--- src/rtl/riscv_lsu_pkg.sv ---
`default_nettype none
// ============================================================================
// Module      : riscv_lsu_pkg
// Description : Shared types for the RISC-V load/store unit.
//               - FSM state and response-cause enums
//               - funct3 access-size encodings
//               - request legality/alignment check
// Revision    : 1.0  initial release
// ============================================================================
package riscv_lsu_pkg;

    typedef enum logic [1:0] {
        ST_IDLE = 2'd0,
        ST_BUS  = 2'd1,
        ST_RESP = 2'd2
    } state_e;

    typedef enum logic [2:0] {
        CAUSE_OK       = 3'd0,
        CAUSE_MISALIGN = 3'd1,
        CAUSE_BUSERR   = 3'd2,
        CAUSE_TIMEOUT  = 3'd3,
        CAUSE_ILLEGAL  = 3'd4
    } cause_e;

    // funct3[1:0] access size
    localparam logic [1:0] c_SIZE_BYTE   = 2'b00;
    localparam logic [1:0] c_SIZE_HALF   = 2'b01;
    localparam logic [1:0] c_SIZE_WORD   = 2'b10;
    localparam logic [1:0] c_SIZE_DOUBLE = 2'b11;

    // Classify a request. An illegal encoding outranks a misaligned address.
    function automatic cause_e check_req(input logic       we,
                                         input logic [2:0] funct,
                                         input logic [2:0] addr_lo,
                                         input logic       xlen64);
        logic illegal;
        logic misalign;
        illegal = (funct == 3'b111) ||
                  (we && funct[2]) ||
                  (!xlen64 && ((funct[1:0] == c_SIZE_DOUBLE) || (funct == 3'b110)));
        case (funct[1:0])
            c_SIZE_BYTE: misalign = 1'b0;
            c_SIZE_HALF: misalign = addr_lo[0];
            c_SIZE_WORD: misalign = |addr_lo[1:0];
            default:     misalign = |addr_lo;
        endcase
        if (illegal) begin
            return CAUSE_ILLEGAL;
        end else if (misalign) begin
            return CAUSE_MISALIGN;
        end
        return CAUSE_OK;
    endfunction

endpackage
`default_nettype wire

--- src/rtl/riscv_lsu_if.sv ---
`default_nettype none
// ============================================================================
// Module      : riscv_lsu_if
// Description : Core request/response and memory bus bundle of the LSU.
//               master : the LSU view (accepts core requests, drives memory)
//               slave  : the environment view (core plus memory)
// Revision    : 1.0  initial release
// ============================================================================
interface riscv_lsu_if #(
    parameter int XLEN = 32
) ();
    // core request
    logic              req_valid;
    logic              req_ready;
    logic              req_we;
    logic [2:0]        req_funct;
    logic [XLEN-1:0]   req_addr;
    logic [XLEN-1:0]   req_wdata;
    // core response
    logic              rsp_valid;
    logic [XLEN-1:0]   rsp_rdata;
    logic              rsp_err;
    logic [2:0]        rsp_cause;
    // memory bus
    logic              mem_valid;
    logic              mem_ready;
    logic              mem_we;
    logic [XLEN-1:0]   mem_addr;
    logic [XLEN-1:0]   mem_wdata;
    logic [XLEN/8-1:0] mem_be;
    logic [XLEN-1:0]   mem_rdata;
    logic              mem_err;

    modport master (
        input  req_valid, req_we, req_funct, req_addr, req_wdata,
        input  mem_ready, mem_rdata, mem_err,
        output req_ready,
        output rsp_valid, rsp_rdata, rsp_err, rsp_cause,
        output mem_valid, mem_we, mem_addr, mem_wdata, mem_be
    );

    modport slave (
        output req_valid, req_we, req_funct, req_addr, req_wdata,
        output mem_ready, mem_rdata, mem_err,
        input  req_ready,
        input  rsp_valid, rsp_rdata, rsp_err, rsp_cause,
        input  mem_valid, mem_we, mem_addr, mem_wdata, mem_be
    );

endinterface
`default_nettype wire

--- src/rtl/riscv_lsu_align.sv ---
`default_nettype none
// ============================================================================
// Module      : lsu_align
// Description : Combinational lane steering for the LSU.
//               wr_* : byte-enable mask and write-lane shift of store data
//               rd_* : read-lane shift and sign/zero extension of load data
// Revision    : 1.0  initial release
// ============================================================================
module lsu_align
    import riscv_lsu_pkg::*;
#(
    parameter int XLEN = 32
) (
    input  wire logic [1:0]                wr_size,
    input  wire logic [$clog2(XLEN/8)-1:0] wr_off,
    input  wire logic [XLEN-1:0]           wr_data,
    output logic      [XLEN/8-1:0]         wr_be,
    output logic      [XLEN-1:0]           wr_lanes,
    input  wire logic [1:0]                rd_size,
    input  wire logic                      rd_unsigned,
    input  wire logic [$clog2(XLEN/8)-1:0] rd_off,
    input  wire logic [XLEN-1:0]           rd_data,
    output logic      [XLEN-1:0]           rd_ext
);

    localparam int c_NBYTES = XLEN / 8;

    function automatic logic [XLEN-1:0] data_mask(input logic [1:0] size);
        case (size)
            c_SIZE_BYTE: return XLEN'(8'hFF);
            c_SIZE_HALF: return XLEN'(16'hFFFF);
            c_SIZE_WORD: return XLEN'(32'hFFFF_FFFF);
            default:     return '1;
        endcase
    endfunction

    logic [c_NBYTES-1:0] w_be_mask;
    logic [XLEN-1:0]     w_rd_sh;
    logic [XLEN-1:0]     w_rd_mask;
    logic                w_sign;

    always_comb begin
        case (wr_size)
            c_SIZE_BYTE: w_be_mask = c_NBYTES'(1);
            c_SIZE_HALF: w_be_mask = c_NBYTES'(2'b11);
            c_SIZE_WORD: w_be_mask = c_NBYTES'(4'hF);
            default:     w_be_mask = '1;
        endcase
        wr_be    = w_be_mask << wr_off;
        // Bytes above the access size are dropped so unused lanes stay zero.
        wr_lanes = (wr_data & data_mask(wr_size)) << {wr_off, 3'b000};
    end

    always_comb begin
        w_rd_sh   = rd_data >> {rd_off, 3'b000};
        w_rd_mask = data_mask(rd_size);
        case (rd_size)
            c_SIZE_BYTE: w_sign = w_rd_sh[7];
            c_SIZE_HALF: w_sign = w_rd_sh[15];
            c_SIZE_WORD: w_sign = w_rd_sh[31];
            default:     w_sign = 1'b0;
        endcase
        // Extension by masking avoids zero-width replications at full width.
        rd_ext = (w_rd_sh & w_rd_mask) | ((w_sign && !rd_unsigned) ? ~w_rd_mask : '0);
    end

endmodule
`default_nettype wire

--- src/rtl/riscv_lsu.sv ---
`default_nettype none
// ============================================================================
// Module      : riscv_lsu
// Description : RISC-V load/store unit. Accepts one core request at a time,
//               rejects illegal or misaligned accesses directly, otherwise
//               issues one aligned memory transfer with a bus timeout and
//               returns a single-cycle response.
// Ports       : clk   - clock, rising edge
//               reset - synchronous active-high reset
//               bus   - riscv_lsu_if.master (core req/rsp + memory bus)
// Revision    : 1.0  initial release
// ============================================================================
module riscv_lsu
    import riscv_lsu_pkg::*;
#(
    parameter int XLEN    = 32,
    parameter int TIMEOUT = 16
) (
    input  wire logic    clk,
    input  wire logic    reset,
    riscv_lsu_if.master  bus
);

    localparam int              c_NBYTES    = XLEN / 8;
    localparam int              c_OFF_W     = $clog2(c_NBYTES);
    localparam int              c_CNT_W     = (TIMEOUT > 1) ? $clog2(TIMEOUT) : 1;
    localparam logic [c_CNT_W-1:0] c_CNT_LIMIT = c_CNT_W'(TIMEOUT - 1);
    localparam bit              c_TO_EN     = (TIMEOUT != 0);
    localparam bit              c_XLEN64    = (XLEN == 64);

    state_e               r_state;
    state_e               w_state_nxt;
    cause_e               w_req_cause;
    logic                 w_accept;
    logic                 w_done;
    logic                 w_timeout;

    logic [c_CNT_W-1:0]   r_cnt;
    logic [1:0]           r_size;
    logic                 r_unsigned;
    logic [c_OFF_W-1:0]   r_off;
    logic                 r_we;

    logic                 r_mem_valid;
    logic                 r_mem_we;
    logic [XLEN-1:0]      r_mem_addr;
    logic [XLEN-1:0]      r_mem_wdata;
    logic [c_NBYTES-1:0]  r_mem_be;

    logic                 r_rsp_valid;
    logic [XLEN-1:0]      r_rsp_rdata;
    cause_e               r_rsp_cause;

    logic [c_NBYTES-1:0]  w_wr_be;
    logic [XLEN-1:0]      w_wr_lanes;
    logic [XLEN-1:0]      w_rd_ext;

    lsu_align #(.XLEN(XLEN)) u_align (
        .wr_size     (bus.req_funct[1:0]),
        .wr_off      (bus.req_addr[c_OFF_W-1:0]),
        .wr_data     (bus.req_wdata),
        .wr_be       (w_wr_be),
        .wr_lanes    (w_wr_lanes),
        .rd_size     (r_size),
        .rd_unsigned (r_unsigned),
        .rd_off      (r_off),
        .rd_data     (bus.mem_rdata),
        .rd_ext      (w_rd_ext)
    );

    assign w_req_cause = check_req(bus.req_we, bus.req_funct, bus.req_addr[2:0], c_XLEN64);
    assign w_accept    = bus.req_valid && (r_state == ST_IDLE);
    assign w_done      = (r_state == ST_BUS) && bus.mem_ready;
    // mem_ready in the limit cycle wins because w_timeout requires !mem_ready.
    assign w_timeout   = c_TO_EN && (r_state == ST_BUS) && !bus.mem_ready &&
                         (r_cnt == c_CNT_LIMIT);

    always_ff @(posedge clk) begin
        if (reset) begin
            r_state <= ST_IDLE;
        end else begin
            r_state <= w_state_nxt;
        end
    end

    always_comb begin
        w_state_nxt = r_state;
        case (r_state)
            ST_IDLE: begin
                if (w_accept) begin
                    w_state_nxt = (w_req_cause == CAUSE_OK) ? ST_BUS : ST_RESP;
                end
            end
            ST_BUS: begin
                if (w_done || w_timeout) begin
                    w_state_nxt = ST_RESP;
                end
            end
            ST_RESP: w_state_nxt = ST_IDLE;
            default: w_state_nxt = ST_IDLE;
        endcase
    end

    always_ff @(posedge clk) begin
        if (reset) begin
            r_cnt       <= '0;
            r_size      <= '0;
            r_unsigned  <= 1'b0;
            r_off       <= '0;
            r_we        <= 1'b0;
            r_mem_valid <= 1'b0;
            r_mem_we    <= 1'b0;
            r_mem_addr  <= '0;
            r_mem_wdata <= '0;
            r_mem_be    <= '0;
            r_rsp_valid <= 1'b0;
            r_rsp_rdata <= '0;
            r_rsp_cause <= CAUSE_OK;
        end else begin
            // Response fields are single-cycle and read as zero otherwise.
            r_rsp_valid <= 1'b0;
            r_rsp_rdata <= '0;
            r_rsp_cause <= CAUSE_OK;
            case (r_state)
                ST_IDLE: begin
                    if (w_accept) begin
                        r_size     <= bus.req_funct[1:0];
                        r_unsigned <= bus.req_funct[2];
                        r_off      <= bus.req_addr[c_OFF_W-1:0];
                        r_we       <= bus.req_we;
                        r_cnt      <= '0;
                        if (w_req_cause == CAUSE_OK) begin
                            r_mem_valid <= 1'b1;
                            r_mem_we    <= bus.req_we;
                            r_mem_addr  <= {bus.req_addr[XLEN-1:c_OFF_W], c_OFF_W'(0)};
                            r_mem_be    <= w_wr_be;
                            r_mem_wdata <= w_wr_lanes;
                        end else begin
                            r_rsp_valid <= 1'b1;
                            r_rsp_cause <= w_req_cause;
                        end
                    end
                end
                ST_BUS: begin
                    if (w_done || w_timeout) begin
                        r_mem_valid <= 1'b0;
                        r_mem_we    <= 1'b0;
                        r_mem_addr  <= '0;
                        r_mem_be    <= '0;
                        r_mem_wdata <= '0;
                        r_rsp_valid <= 1'b1;
                        if (w_timeout) begin
                            r_rsp_cause <= CAUSE_TIMEOUT;
                        end else if (bus.mem_err) begin
                            r_rsp_cause <= CAUSE_BUSERR;
                        end else if (!r_we) begin
                            r_rsp_rdata <= w_rd_ext;
                        end
                    end else begin
                        r_cnt <= r_cnt + 1'b1;
                    end
                end
                default: ;
            endcase
        end
    end

    assign bus.req_ready = (r_state == ST_IDLE);
    assign bus.mem_valid = r_mem_valid;
    assign bus.mem_we    = r_mem_we;
    assign bus.mem_addr  = r_mem_addr;
    assign bus.mem_wdata = r_mem_wdata;
    assign bus.mem_be    = r_mem_be;
    assign bus.rsp_valid = r_rsp_valid;
    assign bus.rsp_rdata = r_rsp_rdata;
    assign bus.rsp_cause = r_rsp_cause;
    assign bus.rsp_err   = (r_rsp_cause != CAUSE_OK);

endmodule
`default_nettype wire

--- src/flat_wrapper.sv ---
// flat-port wrapper written by rule: the top's interface ports become plain ports
module riscv_lsu_flat import riscv_lsu_pkg::*;
#(
    parameter int XLEN    = 32,
    parameter int TIMEOUT = 16
)
  (clk, reset, bus_req_valid, bus_req_we, bus_req_funct, bus_req_addr, bus_req_wdata, bus_mem_ready, bus_mem_rdata, bus_mem_err, bus_req_ready, bus_rsp_valid, bus_rsp_rdata, bus_rsp_err, bus_rsp_cause, bus_mem_valid, bus_mem_we, bus_mem_addr, bus_mem_wdata, bus_mem_be);
  riscv_lsu_if #(.XLEN(XLEN)) bus_i ();
  input  wire logic clk;
  input  wire logic reset;
  input wire logic [$bits(bus_i.req_valid)-1:0] bus_req_valid;
  input wire logic [$bits(bus_i.req_we)-1:0] bus_req_we;
  input wire logic [$bits(bus_i.req_funct)-1:0] bus_req_funct;
  input wire logic [$bits(bus_i.req_addr)-1:0] bus_req_addr;
  input wire logic [$bits(bus_i.req_wdata)-1:0] bus_req_wdata;
  input wire logic [$bits(bus_i.mem_ready)-1:0] bus_mem_ready;
  input wire logic [$bits(bus_i.mem_rdata)-1:0] bus_mem_rdata;
  input wire logic [$bits(bus_i.mem_err)-1:0] bus_mem_err;
  output wire logic [$bits(bus_i.req_ready)-1:0] bus_req_ready;
  output wire logic [$bits(bus_i.rsp_valid)-1:0] bus_rsp_valid;
  output wire logic [$bits(bus_i.rsp_rdata)-1:0] bus_rsp_rdata;
  output wire logic [$bits(bus_i.rsp_err)-1:0] bus_rsp_err;
  output wire logic [$bits(bus_i.rsp_cause)-1:0] bus_rsp_cause;
  output wire logic [$bits(bus_i.mem_valid)-1:0] bus_mem_valid;
  output wire logic [$bits(bus_i.mem_we)-1:0] bus_mem_we;
  output wire logic [$bits(bus_i.mem_addr)-1:0] bus_mem_addr;
  output wire logic [$bits(bus_i.mem_wdata)-1:0] bus_mem_wdata;
  output wire logic [$bits(bus_i.mem_be)-1:0] bus_mem_be;
  assign bus_i.req_valid = bus_req_valid;
  assign bus_i.req_we = bus_req_we;
  assign bus_i.req_funct = bus_req_funct;
  assign bus_i.req_addr = bus_req_addr;
  assign bus_i.req_wdata = bus_req_wdata;
  assign bus_i.mem_ready = bus_mem_ready;
  assign bus_i.mem_rdata = bus_mem_rdata;
  assign bus_i.mem_err = bus_mem_err;
  assign bus_req_ready = bus_i.req_ready;
  assign bus_rsp_valid = bus_i.rsp_valid;
  assign bus_rsp_rdata = bus_i.rsp_rdata;
  assign bus_rsp_err = bus_i.rsp_err;
  assign bus_rsp_cause = bus_i.rsp_cause;
  assign bus_mem_valid = bus_i.mem_valid;
  assign bus_mem_we = bus_i.mem_we;
  assign bus_mem_addr = bus_i.mem_addr;
  assign bus_mem_wdata = bus_i.mem_wdata;
  assign bus_mem_be = bus_i.mem_be;
  riscv_lsu #(.XLEN(XLEN), .TIMEOUT(TIMEOUT)) u_core (.clk(clk), .reset(reset), .bus(bus_i));
endmodule
--- config.mk ---
export PLATFORM = sky130hd
export DESIGN_NAME = riscv_lsu_flat
export DESIGN_NICKNAME = d
export VERILOG_FILES = /design/src/rtl/riscv_lsu_pkg.sv /design/src/rtl/riscv_lsu_if.sv /design/src/rtl/riscv_lsu_align.sv /design/src/rtl/riscv_lsu.sv /design/src/flat_wrapper.sv
export SDC_FILE = /design/constraint.sdc
export NUM_CORES = 1
export LEC_CHECK = 0
export ABC_AREA = 1
export CAP_MARGIN = 20
export CELL_PAD_IN_SITES_DETAIL_PLACEMENT = 0
export CELL_PAD_IN_SITES_GLOBAL_PLACEMENT = 1
export CORE_ASPECT_RATIO = 0.8
export CORE_MARGIN = 4
export CORE_UTILIZATION = 32
export DETAILED_ROUTE_END_ITERATION = 8
export PLACE_DENSITY = 0.85
export SYNTH_ARGS = -nofsm -noshare
export SYNTH_HDL_FRONTEND = slang
export SYNTH_SLANG_ARGS = --single-unit
--- constraint.sdc ---
create_clock -name clk -period 2.2 [get_ports clk]
set_input_delay 0.22 -clock clk [delete_from_list [all_inputs] [get_ports clk]]
set_output_delay 0.22 -clock clk [all_outputs]
set_load 0.01 [all_outputs]
# Yosys cells after proc, flatten, opt, wreduce, memory -nomap -nowiden
# Cells that the tools add are included.
# word_totals
reg_bits	118
latchBits	0
ram_bits	0
rom_bits	0
input_bits	105
out_inout_bits	108
wordCells	108
mem_count	0
# classes
addsub	1
mul	0
div	0
magnitude_cmp	0
n_eq_ne	13
n_shift	3
muxes	46
n_bitwise	6
reduce_logical	25
# ops
operator	n
$pmux W32 S2	4
$mux W32	6
$and A32 B32 Y32	2
$not A32 Y32	1
$or A32 B32 Y32	1
$shl A32 B5 Y32	1
$shr A32 B5 Y32	1
$pmux W4 S2	3
$mux W3	7
$mux W4	5
$mux W1	10
$mux W2	4
$eq A2 B1 Y1 const B	3
$eq A2 B2 Y1 const B	3
$eq A3 B3 Y1 const B	2
$logic_and A1 B1 Y1	6
$logic_not A2 Y1	3
$pmux W1 S2	3
$pmux W1 S3	2
$pmux W3 S2	1
$reduce_or A6 Y1	1
$add A4 B1 Y4 const B	1
$eq A4 B4 Y1 const B	1
$logic_or A1 B1 Y1	4
other kinds (14)	19

# Logic depth before layout (Yosys ltp)
# Gate-level depths: netlist (run 1).
# logic_depth
depth_word	9
ltp_mapped	11
depth_no_buf	10

# Modules after synthesis
# Synthesis (run 1) repeated with hierarchy kept, for this count alone.
# hier_totals
cells_unflattened	788
area_unflattened_um2	5342.6
# by_module_without_submodules
module	n_inst	cells_per_inst	area_per_inst_um2	seq_area_each_um2
riscv_lsu	1	502	3988.8	2322.2
lsu_align	1	286	1353.8	0.0

# Least setup slack after synthesis (run 1)
# OpenSTA, ideal clock, no wires.
# synth_path
path_kind	register to register
startpoint	reg u_core.r_cnt[0]
endpoint	reg u_core.r_mem_addr[12], in the netlist u_core.bus.mem_addr[12]
setup_ns	0.064
arrival_time_ns	1.414
t_required_ns	2.136
slack_ns	0.722
path_stages_with_launch	9
path_buffers	1
synth_period_minus_slack_ns	1.478
cell_sequence	dfxtp_1 ha_1 nand2_1 nor2_2 nor3_4 nor2_4 clkbuf_1 a21oi_1 nor2_1
# synth_via
elab_chain_len	5
# synth_rtl
item	line_no	rtl
from (decl)	riscv_lsu.sv:38	logic [c_CNT_W-1:0] r_cnt;
from (signal assigned)	riscv_lsu.sv:160	r_cnt <= r_cnt + 1'b1;
$eq A4 B4 Y1	riscv_lsu.sv:76	(r_cnt == c_CNT_LIMIT);
$logic_and A1 B1 Y1	riscv_lsu.sv:75	assign w_timeout = c_TO_EN && (r_state == ST_BUS) && !bus.mem_ready &&
$logic_or A1 B1 Y1	riscv_lsu.sv:145	if (w_done || w_timeout) begin
$ne A2 B2 Y1 (no line)	n/a	
$reduce_and A4 Y1 (no line)	n/a	
to (signal assigned)	riscv_lsu.sv:135	r_mem_addr <= {bus.req_addr[XLEN-1:c_OFF_W], c_OFF_W'(0)};
to (decl)	riscv_lsu.sv:46	logic [XLEN-1:0] r_mem_addr;
# No other way between the ends.
# A chain may end at the register's enable or synchronous reset.

# Worst setup path after layout (run 1)
# layout_path
startpoint	reg u_core.r_off[0]
endpoint	reg u_core.r_rsp_rdata[30], in the netlist u_core.bus.rsp_rdata[30]
# layout_via
elab_chain_len	5
elab_cells_between_ends	6
classes_between	shift: 1; mux: 2; bitwise: 2; reduce/logical: 1
# layout_rtl
item	line_no	rtl
from (decl)	riscv_lsu.sv:41	logic [c_OFF_W-1:0] r_off;
from (signal assigned)	riscv_lsu.sv:129	r_off <= bus.req_addr[c_OFF_W-1:0];
$shr A32 B5 Y32 (*)	riscv_lsu_align.sv:55	w_rd_sh = rd_data >> {rd_off, 3'b000};
$pmux W1 S3	riscv_lsu_align.sv:57	case (rd_size)
$logic_and A1 B1 Y1	riscv_lsu_align.sv:64	rd_ext = (w_rd_sh & w_rd_mask) | ((w_sign && !rd_unsigned) ? ~w_rd_mask : '0);
$mux W32	riscv_lsu_align.sv:64	
$or A32 B32 Y32 (*)	riscv_lsu_align.sv:64	
to (signal assigned)	riscv_lsu.sv:157	r_rsp_rdata <= w_rd_ext;
to (decl)	riscv_lsu.sv:51	logic [XLEN-1:0] r_rsp_rdata;
# Every way passes the cells marked *; elsewhere a longest branch is shown, timed or not.

==> results of run 1 <==
[area by class of cell]
class / count / area [sq um] / share of cell area (%)
multi-input combinational: 590 / 2710 / 31.7
timing repair buffer: 235 / 2360 / 27.7
sequential: 116 / 2320 / 27.2
clock buffer: 18 / 429 / 5.03
tap: 220 / 275 / 3.23
clock inverter: 14 / 233 / 2.73
inverter: 53 / 199 / 2.33
[synthesized netlist by cell type]
master / number
clkbuf_1: 28
o21ai_0: 19
nor2_4: 3
ha_1: 1
buf_2: 23
or3_1: 1
buf_6: 1
a21oi_2: 1
inv_1: 47
or2_2: 1
nand3_1: 97
nand2_2: 2
o211ai_1: 7
a21oi_1: 114
buf_4: 7
a311oi_1: 7
clkinv_1: 1
nor4_1: 7
nand4_1: 14
nor2_2: 2
nor2_1: 71
conb_1: 1
a211o_1: 1
nand2_1: 232
xor2_1: 1
buf_1: 4
nor3_1: 3
inv_2: 5
o21bai_1: 3
nor3_4: 1
dfxtp_1: 116
[worst paths after layout]
| path | start | endpoint | slack, ns | cells after the start |
|---|---|---|---|---|
| max | u_core.r_off[0]$_SDFFE_PP0P_ | u_core.bus.rsp_rdata[30]$_SDFF_PP0_ | 0.36 | 7 |
| min | bus_req_addr[31] | u_core.bus.mem_addr[31]$_SDFFE_PP0P_ | 0.37 | 3 |
| max reg2reg | u_core.r_off[0]$_SDFFE_PP0P_ | u_core.bus.rsp_rdata[30]$_SDFF_PP0_ | 0.36 | 7 |
| min reg2reg | u_core.bus.mem_addr[6]$_SDFFE_PP0P_ | u_core.bus.mem_addr[6]$_SDFFE_PP0P_ | 0.46 | 2 |
[registers in the layout, indices dropped and copies added, names as in the netlist, 2 cells and up]
name	cells
u_core.bus.mem_addr	30
u_core.bus.mem_be	4
u_core.bus.mem_wdata	32
u_core.bus.rsp_cause	3
u_core.bus.rsp_rdata	32
u_core.r_cnt	4
u_core.r_off	2
u_core.r_size	2
u_core.r_state	2
[report_power, final]
part           total [W]  internal [W]  switching (W)
Sequential       0.00225       0.00220      0.0000530
Clock            0.00316       0.00212        0.00104
Combinational    0.00123      0.000551       0.000675
[stage by stage]
step	power, W	setup WS, ns	hold WS (ns)	cell area (sq um)	utilization (%)
6_report	0.00663	0.365	0.369	8530	51.0
5_1_grt	0.00692	0.137	0.396	8530	51.0
4_1_cts	0.00668	0.373	0.365	8530	51.0
3_5_place_dp	0.00351	0.200	0.454	7870	47.1
3_3_place_gp	0.00351	0.233	0.449	7870	47.1
2_1_floorplan	0.00295	0.722	0.363	5530	-
[cells by family after synthesis]
family,count (synthesis)
adder cells (fa/ha/maj),1
buffers and inverters,116
AND/OR/NAND/NOR,434
AO/OA/AOI/OAI,152
XOR/XNOR,1
other,1
flip-flops,116
[cells in the final DEF, fill, tap and decap left out, types with 3 or more instances in the layout]
| cell | count |
|---|---|
| nand2_1 | 232 |
| clkdlybuf4s50_1 | 210 |
| dfxtp_1 | 116 |
| a21oi_1 | 114 |
| nand3_1 | 97 |
| nor2_1 | 71 |
| inv_1 | 47 |
| o21ai_0 | 19 |
| buf_4 | 19 |
| clkbuf_16 | 17 |
| nand4_1 | 14 |
| nor4_1 | 7 |
| o211ai_1 | 7 |
| a311oi_1 | 7 |
| bufinv_16 | 6 |
| buf_12 | 6 |
| inv_2 | 5 |
| clkinv_2 | 4 |
| o21bai_1 | 3 |
| nor2_4 | 3 |
| nor3_1 | 3 |
[worst max-delay path, delay by kind of cell, from the launching register on]
family | cells | cell delay [ns]
AOI/OAI and AO/OA | 1 | 0.28
buffers and inverters | 1 | 0.40
DFF | 1 | 0.30
and+or+nand+nor | 5 | 0.76
[routing by layer]
metal | vias to the layer above | track usage (%) | wire [microns]
li1 | 3071 | - | -
met1 | 2788 | 26.2 | 8790
met2 | 239 | 29.8 | 8360
met3 | 21 | 7.43 | 1830
met4 | 0 | 6.39 | 274
met5 | - | 0 | 0
==> flow_summary_export.csv, run 1 <==
group,metric,value,unit
status,status,"finished clean",
clock_network,clk_pin_slew_worst_paths,0.06,ns
clock_network,clk_path_buf_depth,2,
worst_setup_path,critPathCaptureType,"flop",
placed_design,placed_cells,1214,
sta,slew_headroom,60.0,%
sta,rsz0062_at_grt,"false",
route,avgRoutedWirePerCell,15.4,microns
clock_network,clk_latency,0.43,ns
logic_synthesis,ys_ff_latch,116,
worst_setup_path,cpMostUsedCell,"nand3_1",
logic_synthesis,yosysWarnings,0,
logic_synthesis,synthSimpleGateAreaFrac,33.6,%
layout,nets,1119,
power_and_ir_drop,p_per_area,778,nW/um^2
placed_design,hpwl,13700,microns
logic_synthesis,ys_seq_area_share,42.1,%
clock_network,h-tree-depth,4,
min_path,hold_class,"in2reg",
logic_synthesis,synth.top_cell.area_share,42.1,%
logic_synthesis,synth_top_cell_by_area,"dfxtp_1",
grt,grt_max_degree,73,
worst_setup_path,crit_path_max_fanout,20,
route,dr.pass1.iters,5,
grt,antenna_found_initial,0,
layout,n_fill_cell,1643,
clock_network,ctsHoldBuffers,0,
sta,fin_skew,0.00530,ns
clock_network,cts.sinks,116,
logic_synthesis,synthAdderAreaFrac,0.227,%
placed_design,port_buffers,210,
placed_design,gp_congestion,0.863,
route,routed_wl,19300,microns
die,die_x,155,microns
route,route.detailed.drc,0,
logic_synthesis,avgSynthCellArea,6.73,sq um
die,fp.dieH,125,microns
layout,final_cells,1246,
logic_synthesis,synth-compound-area-share,14.8,%
power_and_ir_drop,p_leak,3.49,nW
worst_setup_path,slowest_stage,"inv_1",
sta,timing_worst_slew_pin_value,0.598,ns
worst_setup_path,critPathLaunchType,"flop",
layout,area_delta_synth_final,54.5,%
grt,grt_pass1_wl,31100,microns
clock_network,ctsResizeCount,0,
worst_setup_path,max_stage_delay,0.40,ns
sta,post-route-min-period,1.84,ns
die,core_area,16700,sq um
die,row_count,42,
route,ant_nets,0,
route,num_vias,6119,
sta,maxSlewViolCount,0,
die,io_pins,213,
logic_synthesis,synthMuxAreaShare,0,%
sta,fin_tns_setup,0,ns
sta,finalSetupViolCount,0,
sta,hold_viol,0,
worst_setup_path,worstSetupPathType,"reg2reg",
grt,grt_pass1_vias,6044,
power_and_ir_drop,vdd_ir_drop_max,0.000509,V
worst_setup_path,crit_chain,"inv_1 > nand2_1 > nand3_1 > nand3_1 > nand3_1 > nand2_1 > a21oi_1",
worst_setup_path,cp.required,2.55,ns
logic_synthesis,synth-xor-area-share,0.159,%
die,die_area,19400,sq um
grt,overflow,0,
job,drv_cap,0,
clock_network,cts_root_buf,"clkbuf_16",
route,drtIter0Drc,406,
route,drt-vias-per-instance,4.91,
sta,finalCritPeriodShare,83.4,%
worst_setup_path,cp.arrival,2.18,ns
logic_synthesis,synthTopCellsByArea,"dfxtp_1 42%, nand2_1 16%, a21oi_1 10%, nand3_1 8.8%, nor2_1 4.8%",
die,start_util,33.0,%
clock_network,cts_setup_buffers,0,
logic_synthesis,syn-cell-area,5520,sq um
clock_network,cts_tree,"built",
sta,fmax,0.545,GHz
logic_synthesis,synth_cell_types,31,
logic_synthesis,synth_top_family_by_area,"simple AND/OR/NAND/NOR gates",
layout,drive_gt1_share,6.92,%
logic_synthesis,synthCells,821,
grt,track_usage,19.8,%
clock_network,cts_buffers,17,
layout,diodes,0,
Power figures use the tool's default switching activity.
==> run 2, diff against run 1 <==
--- a/config.mk
+++ b/config.mk
@@ -11,9 +11,9 @@
 export CELL_PAD_IN_SITES_GLOBAL_PLACEMENT = 1
 export CORE_ASPECT_RATIO = 0.8
 export CORE_MARGIN = 4
-export CORE_UTILIZATION = 32
+export CORE_UTILIZATION = 27
 export DETAILED_ROUTE_END_ITERATION = 8
-export PLACE_DENSITY = 0.85
+export PLACE_DENSITY = 0.76
 export SYNTH_ARGS = -nofsm -noshare
 export SYNTH_HDL_FRONTEND = slang
 export SYNTH_SLANG_ARGS = --single-unit
==> constraint.sdc (replaced) <==
create_clock -name clk -period 1.53 [get_ports clk]
set_input_delay 0.153 -clock clk [delete_from_list [all_inputs] [get_ports clk]]
set_output_delay 0.153 -clock clk [all_outputs]
set_load 0.01 [all_outputs]
==> run 2 against run 1 <==
Net effect:
- the flow now finishes with violations (setup timing)
- combinational power rose by 77%
- critical path depth rose by 3
- die area rose by 17%
- final cell count rose by 7.8%
- via count rose by 4.3%
- clock skew rose by 0.0048 ns
- sequential power rose by 44%
- total power rose by 47%
- clock power rose by 37%
- flip-flop and latch count did not move
- routed wire length rose by 11%
- hold slack got worse by 0.36 ns
- critical path type unchanged
==> flow_summary_export.csv, run 2 (synthesis results as in run 1) <==
group,metric,value,unit
placed_design,gp_congestion,0.860,
min_path,hold_class,"in2reg",
die,die_x,168,microns
status,status,"finished with violations",
route,avgRoutedWirePerCell,15.9,microns
route,routed_wl,21400,microns
worst_setup_path,cp.required,1.84,ns
route,route.detailed.drc,0,
grt,overflow,0,
layout,final_cell_mix,"227 x nand2_1, 184 x clkdlybuf4s50_1, 112 x dfxtp_1",
worst_setup_path,rrSetupSlack,-0.1,ns
die,row_count,46,
status,violations,"setup timing",
route,met3WireLength,1820,microns
grt,antenna_found_initial,0,
worst_setup_path,critPathLaunchType,"flop",
clock_network,clk_path_buf_depth,2,
clock_network,cts_buffers,17,
placed_design,placed_cells,1295,
job,drv_cap,0,
sta,fmax,0.614,GHz
clock_network,clk_pin_slew_worst_paths,0.06,ns
layout,drive_gt1_share,17.0,%
layout,diodes,0,
power_and_ir_drop,finalPower,0.00976,W
placed_design,hpwl,14700,microns
power_and_ir_drop,vdd_ir_drop_max,0.000600,V
worst_setup_path,cp.arrival,1.94,ns
power_and_ir_drop,p_per_area,1030,nW/um^2
worst_setup_path,r2r_cells,10,
clock_network,cts_root_buf,"clkbuf_16",
grt,grt_max_degree,44,
die,die_area,22800,sq um
worst_setup_path,critPathCaptureType,"flop",
die,core_area,20000,sq um
worst_setup_path,rr_endpoint,"u_core.bus.mem_addr[13]$_SDFFE_PP0P_",
min_path,min_path_cells,2,
route,drt-vias-per-instance,4.75,
layout,layout_commonest_cell,"nand2_1",
route,top_layer,"met4",
route,drtIter0Drc,471,
layout,final_cells,1343,
worst_setup_path,regToRegStartpoint,"u_core.r_state[0]$_SDFFE_PP0P_",
sta,finalCritPeriodShare,106,%
clock_network,clk_latency,0.42,ns
grt,grt_pass1_vias,6164,
sta,timing_worst_slew_pin_value,0.559,ns
route,wl_met2,9170,microns
sta,post-route-min-period,1.63,ns
clock_network,cts.sinks,116,
worst_setup_path,worstSetupPathType,"reg2reg",
power_and_ir_drop,p_leak,4.21,nW
sta,maxSlewViolCount,0,
layout,nets,1173,
sta,hold_slack,0.00677,ns
clock_network,cts_tree,"built",
grt,grt_pass1_wl,33100,microns
sta,finalSetupViolCount,57,
min_path,hold_end,"u_core.bus.mem_addr[5]$_SDFFE_PP0P_",
sta,rsz0062_at_grt,"true",
die,start_util,27.6,%
min_path,hp-start,"reset",
route,num_vias,6380,
route,ant_nets,0,
route,met1_length,10100,microns
sta,hold_viol,0,
sta,finalWorstSetupSlack,-0.0977,ns
sta,slew_headroom,62.6,%
clock_network,h-tree-depth,4,
grt,track_usage,18.3,%
placed_design,port_buffers,210,
die,io_pins,213,
route,dr.pass1.iters,4,
sta,fin_skew,0.0101,ns
worst_setup_path,crit_path_max_fanout,18,
layout,area_delta_synth_final,71.4,%
clock_network,ctsHoldBuffers,0,
die,fp.dieH,136,microns
[run 2: cell types whose count changed in the layout (fill, tap and decap cells not counted), sizes merged, moves of 2 or more]
cell	before	now
buf	25	79
clkdlybuf4s50	210	184
dlymetal6s2s	0	18
dlygate4sd2	0	6
clkbuf	18	23
bufinv	6	4
clkinv	6	4
[run 2: power by group]
part	leakage, nW	switching (W)	internal [W]
Sequential	0.944	0.0000939	0.00316
Clock	0.308	0.00144	0.00288
Combinational	2.96	0.00111	0.00107
[run 2: critical path, stage by stage, from the launching register on]
cell and delay, ns:
dfxtp_2 0.35, inv_2 0.06, nor2_4 0.11, inv_4 0.07
nor3_4 0.22, nor2_4 0.06, buf_12 0.16, buf_12 0.12
buf_16 0.16, a21oi_1 0.15, nor2_1 0.06
[run 2: worst max-delay path by stage]
stage / startpoint / slack [ns] / end / cells after the start
floorplan: u_core.r_cnt[0]$_SDFFE_PP0P_ / 0.05 / u_core.bus.mem_addr[12]$_SDFFE_PP0P_ / 8
global placement: bus_req_funct[0] / -0.27 / u_core.bus.mem_addr[28]$_SDFFE_PP0P_ / 11
detailed placement: bus_req_funct[0] / -0.31 / u_core.bus.mem_addr[26]$_SDFFE_PP0P_ / 11
CTS: u_core.r_cnt[0]$_SDFFE_PP0P_ / -0.1 / u_core.bus.mem_wdata[23]$_SDFFE_PP0P_ / 10
global route: u_core.r_state[0]$_SDFFE_PP0P_ / -0.19 / u_core.bus.mem_wdata[24]$_SDFFE_PP0P_ / 10
finish: u_core.r_state[0]$_SDFFE_PP0P_ / -0.1 / u_core.bus.mem_addr[13]$_SDFFE_PP0P_ / 10
[run 2: area by class of cell]
type	count	area (sq um)
inverter	53	201
tap	264	330
clock inverter	9	150
fill	1973	10500
clock buffer	22	484
multi-input combinational	590	2950
timing repair buffer	289	3020
sequential	116	2330
[run 2: timing repair]
action / 4_1_cts / 5_1_grt
endpoints found under the setup margin: 59 / 113
resized for setup: 40 / 63
pin swaps: 13 / 14
cloned: 7 / 0
setup buffers: 9 / 1
[run 2: routing by layer]
metal	vias to the layer above	global-route usage [%]
met4	0	4.91
met2	234	28.1
met1	2926	24.4
met5	-	0
li1	3196	-
met3	24	6.54
[run 2: per-stage QoR]
step / util, % / setup slack, ns / instance area, sq um / TNS (ns)
floorplan: - / 0.0524 / 5530 / 0
global placement: 41.1 / -0.273 / 8210 / -16.71
detailed placement: 41.1 / -0.313 / 8210 / -18.66
CTS: 46.3 / -0.0954 / 9250 / -3.78
global route: 47.4 / -0.195 / 9470 / -10.64
finish: 47.4 / -0.0977 / 9470 / -3.92
